$ cat config.mk
export PLATFORM = sky130hd
export DESIGN_NAME = timer_slot_scheduler
export DESIGN_NICKNAME = d
export VERILOG_FILES = /design/src/rtl/timer_slot_scheduler.sv
export SDC_FILE = /design/constraint.sdc
export NUM_CORES = 1
export LEC_CHECK = 0
export BUFFER_PORTS_ARGS = -buffer_cell sky130_fd_sc_hd__buf_2
export CAP_MARGIN = 20
export CORE_MARGIN = 2
export CORE_UTILIZATION = 52
export DETAILED_ROUTE_END_ITERATION = 12
export PLACE_DENSITY = 0.71
export SETUP_SLACK_MARGIN = 0.02
export SLEW_MARGIN = 10
export SYNTH_ARGS = -nofsm -noshare
export SYNTH_HDL_FRONTEND = slang
export SYNTH_SLANG_ARGS = --single-unit
$ cat constraint.sdc
create_clock -name clk -period 15.7 [get_ports clk]
set_input_delay 1.57 -clock clk [delete_from_list [all_inputs] [get_ports clk]]
set_output_delay 1.57 -clock clk [all_outputs]
set_load 0.01 [all_outputs]
$ cat src/rtl/timer_slot_scheduler.sv
// timer_slot_scheduler: shared tick counter plus a pool of one-shot deadline timers
// whose expiries drain one at a time in round-robin order on a valid/ready port.
module timer_slot_scheduler #(
  parameter int NUM_SLOTS = 5,
  parameter int CNT_W = 10,
  parameter int TAG_W = 4,
  localparam int SLOT_W = NUM_SLOTS > 1 ? $clog2(NUM_SLOTS) : 1
) (
  input  logic              clk,
  input  logic              rst_n,
  input  logic              req_valid,
  output logic              req_ready,
  input  logic [CNT_W-1:0]  req_delay,
  input  logic [TAG_W-1:0]  req_tag,
  output logic [SLOT_W-1:0] req_slot,
  input  logic              cancel_valid,
  input  logic [SLOT_W-1:0] cancel_slot,
  output logic              evt_valid,
  input  logic              evt_ready,
  output logic [SLOT_W-1:0] evt_slot,
  output logic [TAG_W-1:0]  evt_tag,
  output logic [NUM_SLOTS-1:0] busy_vec,
  output logic [CNT_W-1:0]  cnt_out
);
  logic [CNT_W-1:0]     cnt_q, cnt_d;
  logic [NUM_SLOTS-1:0] busy_q, busy_d, pend_q, pend_d;
  logic [CNT_W-1:0]     dl_q [NUM_SLOTS];
  logic [CNT_W-1:0]     dl_d [NUM_SLOTS];
  logic [TAG_W-1:0]     tag_q [NUM_SLOTS];
  logic [TAG_W-1:0]     tag_d [NUM_SLOTS];
  logic [SLOT_W-1:0]    rr_q, rr_d, hold_slot_q, hold_slot_d, sel;
  logic                 hold_q, hold_d, hold_ok, accept, evt_hs;

  assign evt_valid = |pend_q;
  assign busy_vec  = busy_q;
  assign cnt_out   = cnt_q;
  assign req_ready = ~&busy_q;
  assign accept    = req_valid & req_ready;
  assign evt_hs    = evt_valid & evt_ready;

  // A stalled event keeps its slot even if an earlier-in-RR-order slot expires meanwhile.
  always_comb begin
    req_slot = '0;
    sel = '0;
    evt_tag = '0;
    for (int i = NUM_SLOTS - 1; i >= 0; i--) begin
      int j;
      j = int'(rr_q) + i;
      j = j >= NUM_SLOTS ? j - NUM_SLOTS : j;
      if (!busy_q[i]) req_slot = SLOT_W'(i);
      if (pend_q[j]) sel = SLOT_W'(j);
    end
    hold_ok = hold_q & pend_q[hold_slot_q];
    evt_slot = hold_ok ? hold_slot_q : sel;
    for (int i = 0; i < NUM_SLOTS; i++)
      if (evt_slot == SLOT_W'(i)) evt_tag = tag_q[i];
  end

  always_comb begin
    cnt_d = cnt_q + 1'b1;
    busy_d = busy_q;
    pend_d = pend_q;
    dl_d = dl_q;
    tag_d = tag_q;
    for (int s = 0; s < NUM_SLOTS; s++) begin
      if (busy_q[s] && !pend_q[s] && cnt_q == dl_q[s]) pend_d[s] = 1'b1;
      if ((evt_hs && evt_slot == SLOT_W'(s)) || (cancel_valid && cancel_slot == SLOT_W'(s))) begin
        busy_d[s] = 1'b0;
        pend_d[s] = 1'b0;
      end
      if (accept && req_slot == SLOT_W'(s)) begin
        busy_d[s] = 1'b1;
        pend_d[s] = 1'b0;
        dl_d[s] = cnt_q + req_delay;
        tag_d[s] = req_tag;
      end
    end
    rr_d = !evt_hs ? rr_q : evt_slot == SLOT_W'(NUM_SLOTS - 1) ? '0 : evt_slot + 1'b1;
    hold_d = evt_valid & ~evt_ready;
    hold_slot_d = evt_slot;
  end

  always_ff @(posedge clk or negedge rst_n) begin
    if (!rst_n) begin
      cnt_q <= '0;
      busy_q <= '0;
      pend_q <= '0;
      rr_q <= '0;
      hold_q <= 1'b0;
      hold_slot_q <= '0;
      for (int s = 0; s < NUM_SLOTS; s++) begin
        dl_q[s] <= '0;
        tag_q[s] <= '0;
      end
    end else begin
      cnt_q <= cnt_d;
      busy_q <= busy_d;
      pend_q <= pend_d;
      rr_q <= rr_d;
      hold_q <= hold_d;
      hold_slot_q <= hold_slot_d;
      dl_q <= dl_d;
      tag_q <= tag_d;
    end
  end
endmodule

==> results.sh <==
export IMPL_outcome="completed"
export IMPL_synth_warning_count=0
export IMPL_synth_area_top_cells="dfrtp_1 39%, xnor2_1 8.7%, ha_1 5.8%, nand2_1 5.3%, o21ai_0 4.3%"
export IMPL_holdBufCountCts=0
export IMPL_ys_seq_area_share_pct=38.8
export IMPL_start_util_pct=52.7
export IMPL_cp_required_ns=14.13
export IMPL_critPathLaunchType="flop"
export IMPL_die_w_microns=114
export IMPL_drv_slew=0
export IMPL_dr_pass1_iters=5
export IMPL_cts_buffer_depth=2
export IMPL_period_minus_slack_ns=7.21
export IMPL_seqCellArea_sq_um=2430
export IMPL_slowest_delay_ns=0.74
export IMPL_nNetsFinal=735
export IMPL_path_max_fanout=17
export IMPL_antenna_found_initial=0
export IMPL_diodes=0
export IMPL_grt_use_total_pct=23.7
export IMPL_crit_arrival_ns=5.64
export IMPL_post_cts_buffers=0
export IMPL_syn_area_sq_um=6250
export IMPL_maxCapViolations=0
export IMPL_setup_viol=0
export IMPL_power_share_combinational_pct=50.8
export IMPL_critPathSlowestCell="ha_1"
export IMPL_whs_ns=0.501
export IMPL_p_sw_share_pct=41.8
export IMPL_postSynthCellCount=664
export IMPL_worst_pin_slew_ns=0.997
export IMPL_post_route_period_util_pct=45.9
export IMPL_design_power_total_mw=1.36
export IMPL_synth_compound_area_share_pct=18.5
export IMPL_skew_ns=0.00586
export IMPL_rsz0062_at_grt="no"
export IMPL_ys_ff_latch=97
export IMPL_drc=0
export IMPL_irDropWorstVdd_uv=146
export IMPL_insertion_delay_ns=0.34
export IMPL_setup_worst_path_class="reg2out"
export IMPL_ctsHtreeMaxLevel=3
export IMPL_cp_top_family="compound AO/OA/AOI/OAI gates"
export IMPL_timing_slew_headroom_pct=33.5
export IMPL_utilization_pct=57.5
export IMPL_grt_max_degree=64
export IMPL_p_int_uw=789
export IMPL_drt_iter0_drc=419
export IMPL_yosys_mux_area_fraction_pct=5.82
export IMPL_fmax_mhz=139
export IMPL_portBuffers=48
export IMPL_grt_pass1_wl_microns=24100
export IMPL_drive_gt1_share_pct=15.6
export IMPL_synthAdderAreaFrac_pct=6.12
export IMPL_grt_pass1_vias=4757
export IMPL_crit_chain="inv_1 > ha_1 > nand2b_2 > a2111oi_4 > or3b_1 > a311oi_2 > nor4_1 > nor3_1 > o31ai_1 > inv_1 > ha_1 > nand2_1 > nor2_1 > a21oi_1 > a2111oi_0 > a2111oi_0 > o31ai_1 > buf_2"
export IMPL_syn_nets=716
export IMPL_yosys_area_share_simple_pct=17.0
export IMPL_async_reset_ff_share_pct=100
export IMPL_grt_overflow_total=0
export IMPL_rows=40
export IMPL_core_sq_um=11900
export IMPL_seqPwrFrac_pct=31.9
export IMPL_synth_top_family_by_area="compound AO/OA/AOI/OAI gates"
export IMPL_cts_resized=0
export IMPL_gp_congestion=0.864
export IMPL_top_level_ports=49
export IMPL_cts_sinks=97
export IMPL_avgRoutedWirePerCell_microns=17.8
export IMPL_dp_hpwl_microns=10500
export IMPL_nFillCells=990
export IMPL_worst_setup_path_end_kind="output pin"
export IMPL_tritoncts="done"
export IMPL_hold_violations=0
export IMPL_cts_buffers=9
export IMPL_hold_class="reg2reg"
export IMPL_syn_avg_cell_area_sq_um=9.42
export IMPL_via_count=5011
export IMPL_path_buf_inv=3
export IMPL_yosysTopAreaCell="dfrtp_1"
export IMPL_yosysUniqueCellTypes=78
export IMPL_setup_tns_ns=0
export IMPL_switching_power_uw=566
export IMPL_clock_power_share_pct=17.2
export IMPL_multiInputGateArea_sq_um=3560
export IMPL_synthXorXnorAreaFrac_pct=9.52
export IMPL_routed_wl_microns=14800
export IMPL_cts_root_buf="clkbuf_16"
export IMPL_synth_top_flop_cell="dfrtp_1"
export IMPL_dieArea_sq_um=12900
export IMPL_power_density_nw_per_um2=199
export IMPL_antenna_left=0
export IMPL_synth_edf_count=0
export IMPL_fp_dieH_microns=114
export IMPL_viasPerCell=6.01
export IMPL_syn_to_final_growth_pct=9.12
export IMPL_synth_top_cell_area_share_pct=38.8
export IMPL_power_leakage_nw=3.09
export IMPL_clk_pin_slew_ns=0.06
## state kept, by name (all words and copies together) (netlist names)
| name | cells |
|---|---|
| hold_q | 1 |
| hold_slot_q | 3 |
| cnt_out | 10 |
| dl_q | 50 |
| pend_q | 5 |
| busy_vec | 5 |
| rr_q | 3 |
| tag_q | 20 |
## metrics by stage
step | cells | cell area [sq um] | worst slack (ns)
after global placement | 819 | 6510 | 9.21
after floorplan | 664 | 6250 | 9.32
after CTS | 834 | 6820 | 8.54
after global routing | 834 | 6820 | 7.92
after detailed placement | 819 | 6510 | 8.93
final | 834 | 6820 | 8.49
## placed cells by master (no fill, tap or decap), types with 3 or more instances in the layout
cell type and n:
a21oi_1 18, nand2_1 89, xor2_1 6, nor2b_1 7
mux2i_1 6, a31oi_1 4, o31ai_1 14, o21bai_1 3
xnor2_1 62, o21a_1 3, nand2b_1 12, a21boi_0 4
o21ai_1 4, mux2_2 21, nand4_1 14, buf_4 3
nor3_1 17, clkbuf_16 9, nor2_1 22, o22ai_1 4
nand3_1 17, dfrtp_1 97, inv_1 20, o211a_1 3
ha_1 29, or2_2 4, and3_1 13, a21o_1 4
and4_1 3, buf_2 47, o21ai_0 54, mux4_2 3
a2111oi_0 9
## worst min-delay path, delay by kind of cell, from the launching register on
kind | cells | cell delay (ns)
AO/OA/AOI/OAI | 1 | 0.06
AND/OR/NAND/NOR | 1 | 0.05
flip-flops | 1 | 0.36
## final timing paths
check / startpoint / end / slack (ns) / depth (start not counted)
max in group asynchronous: rst_n / dl_q[34]$_DFFE_PN0P_ / 13.37 / 2
setup reg to reg: rr_q[1]$_DFFE_PN0P_ / pend_q[0]$_DFFE_PN0P_ / 10.83 / 13
hold / removal: dl_q[43]$_DFFE_PN0P_ / dl_q[43]$_DFFE_PN0P_ / 0.50 / 2
hold reg to reg: dl_q[43]$_DFFE_PN0P_ / dl_q[43]$_DFFE_PN0P_ / 0.50 / 2
min in group asynchronous: rst_n / cnt_out[1]$_DFF_PN0_ / 1.18 / 1
setup / recovery: rr_q[1]$_DFFE_PN0P_ / evt_tag[1] / 8.49 / 18
## power groups by stage
stage | clock network [mW] | logic [mW] | registers (mW)
2_1_floorplan | 0 | 0.538 | 0.410
3_3_place_gp | 0 | 0.655 | 0.429
3_5_place_dp | 0 | 0.680 | 0.435
4_1_cts | 0.237 | 0.686 | 0.432
5_1_grt | 0.248 | 0.764 | 0.445
6_report | 0.234 | 0.688 | 0.433
## cell type report
type,instances,share of cell area (%)
clock buffers,12,3.61
clock inverters,3,0.953
inverters,22,1.21
multi-input cells,503,52.2
flip-flops and latches,97,35.6
well taps,147,2.70
repair buffers,50,3.78
## metal layers
layer | share of wire [%] | vias to the layer above | global-route usage, %
li1 | - | 2407 | -
met1 | 45 | 2457 | 33.1
met2 | 49 | 129 | 38.3
met3 | 4.1 | 18 | 3.40
met4 | 1.5 | 0 | 7.64
met5 | 0 | - | 0
## cells in the mapped netlist (all sizes together), types with 5 or more instances
master   number
a2111oi      12
a21o          5
a21oi        19
and3         13
buf          10
clkbuf       32
dfrtp        97
ha           29
inv          22
mux2         21
mux2i         6
nand2        89
nand2b       13
nand3        17
nand4        14
nor2         23
nor2b         7
nor3         17
o21ai        58
o31ai        14
or2           5
xnor2        62
xor2          6
## logic make-up after synthesis
kind of cell,Yosys count
and+or+nand+nor,214
AOI/OAI and AO/OA,161
DFF,97
xor gates and xnor gates,68
buffers and inverters,64
muxes,30
adders and majority gates,30
No activity file was read; power rests on OpenSTA's default activity.
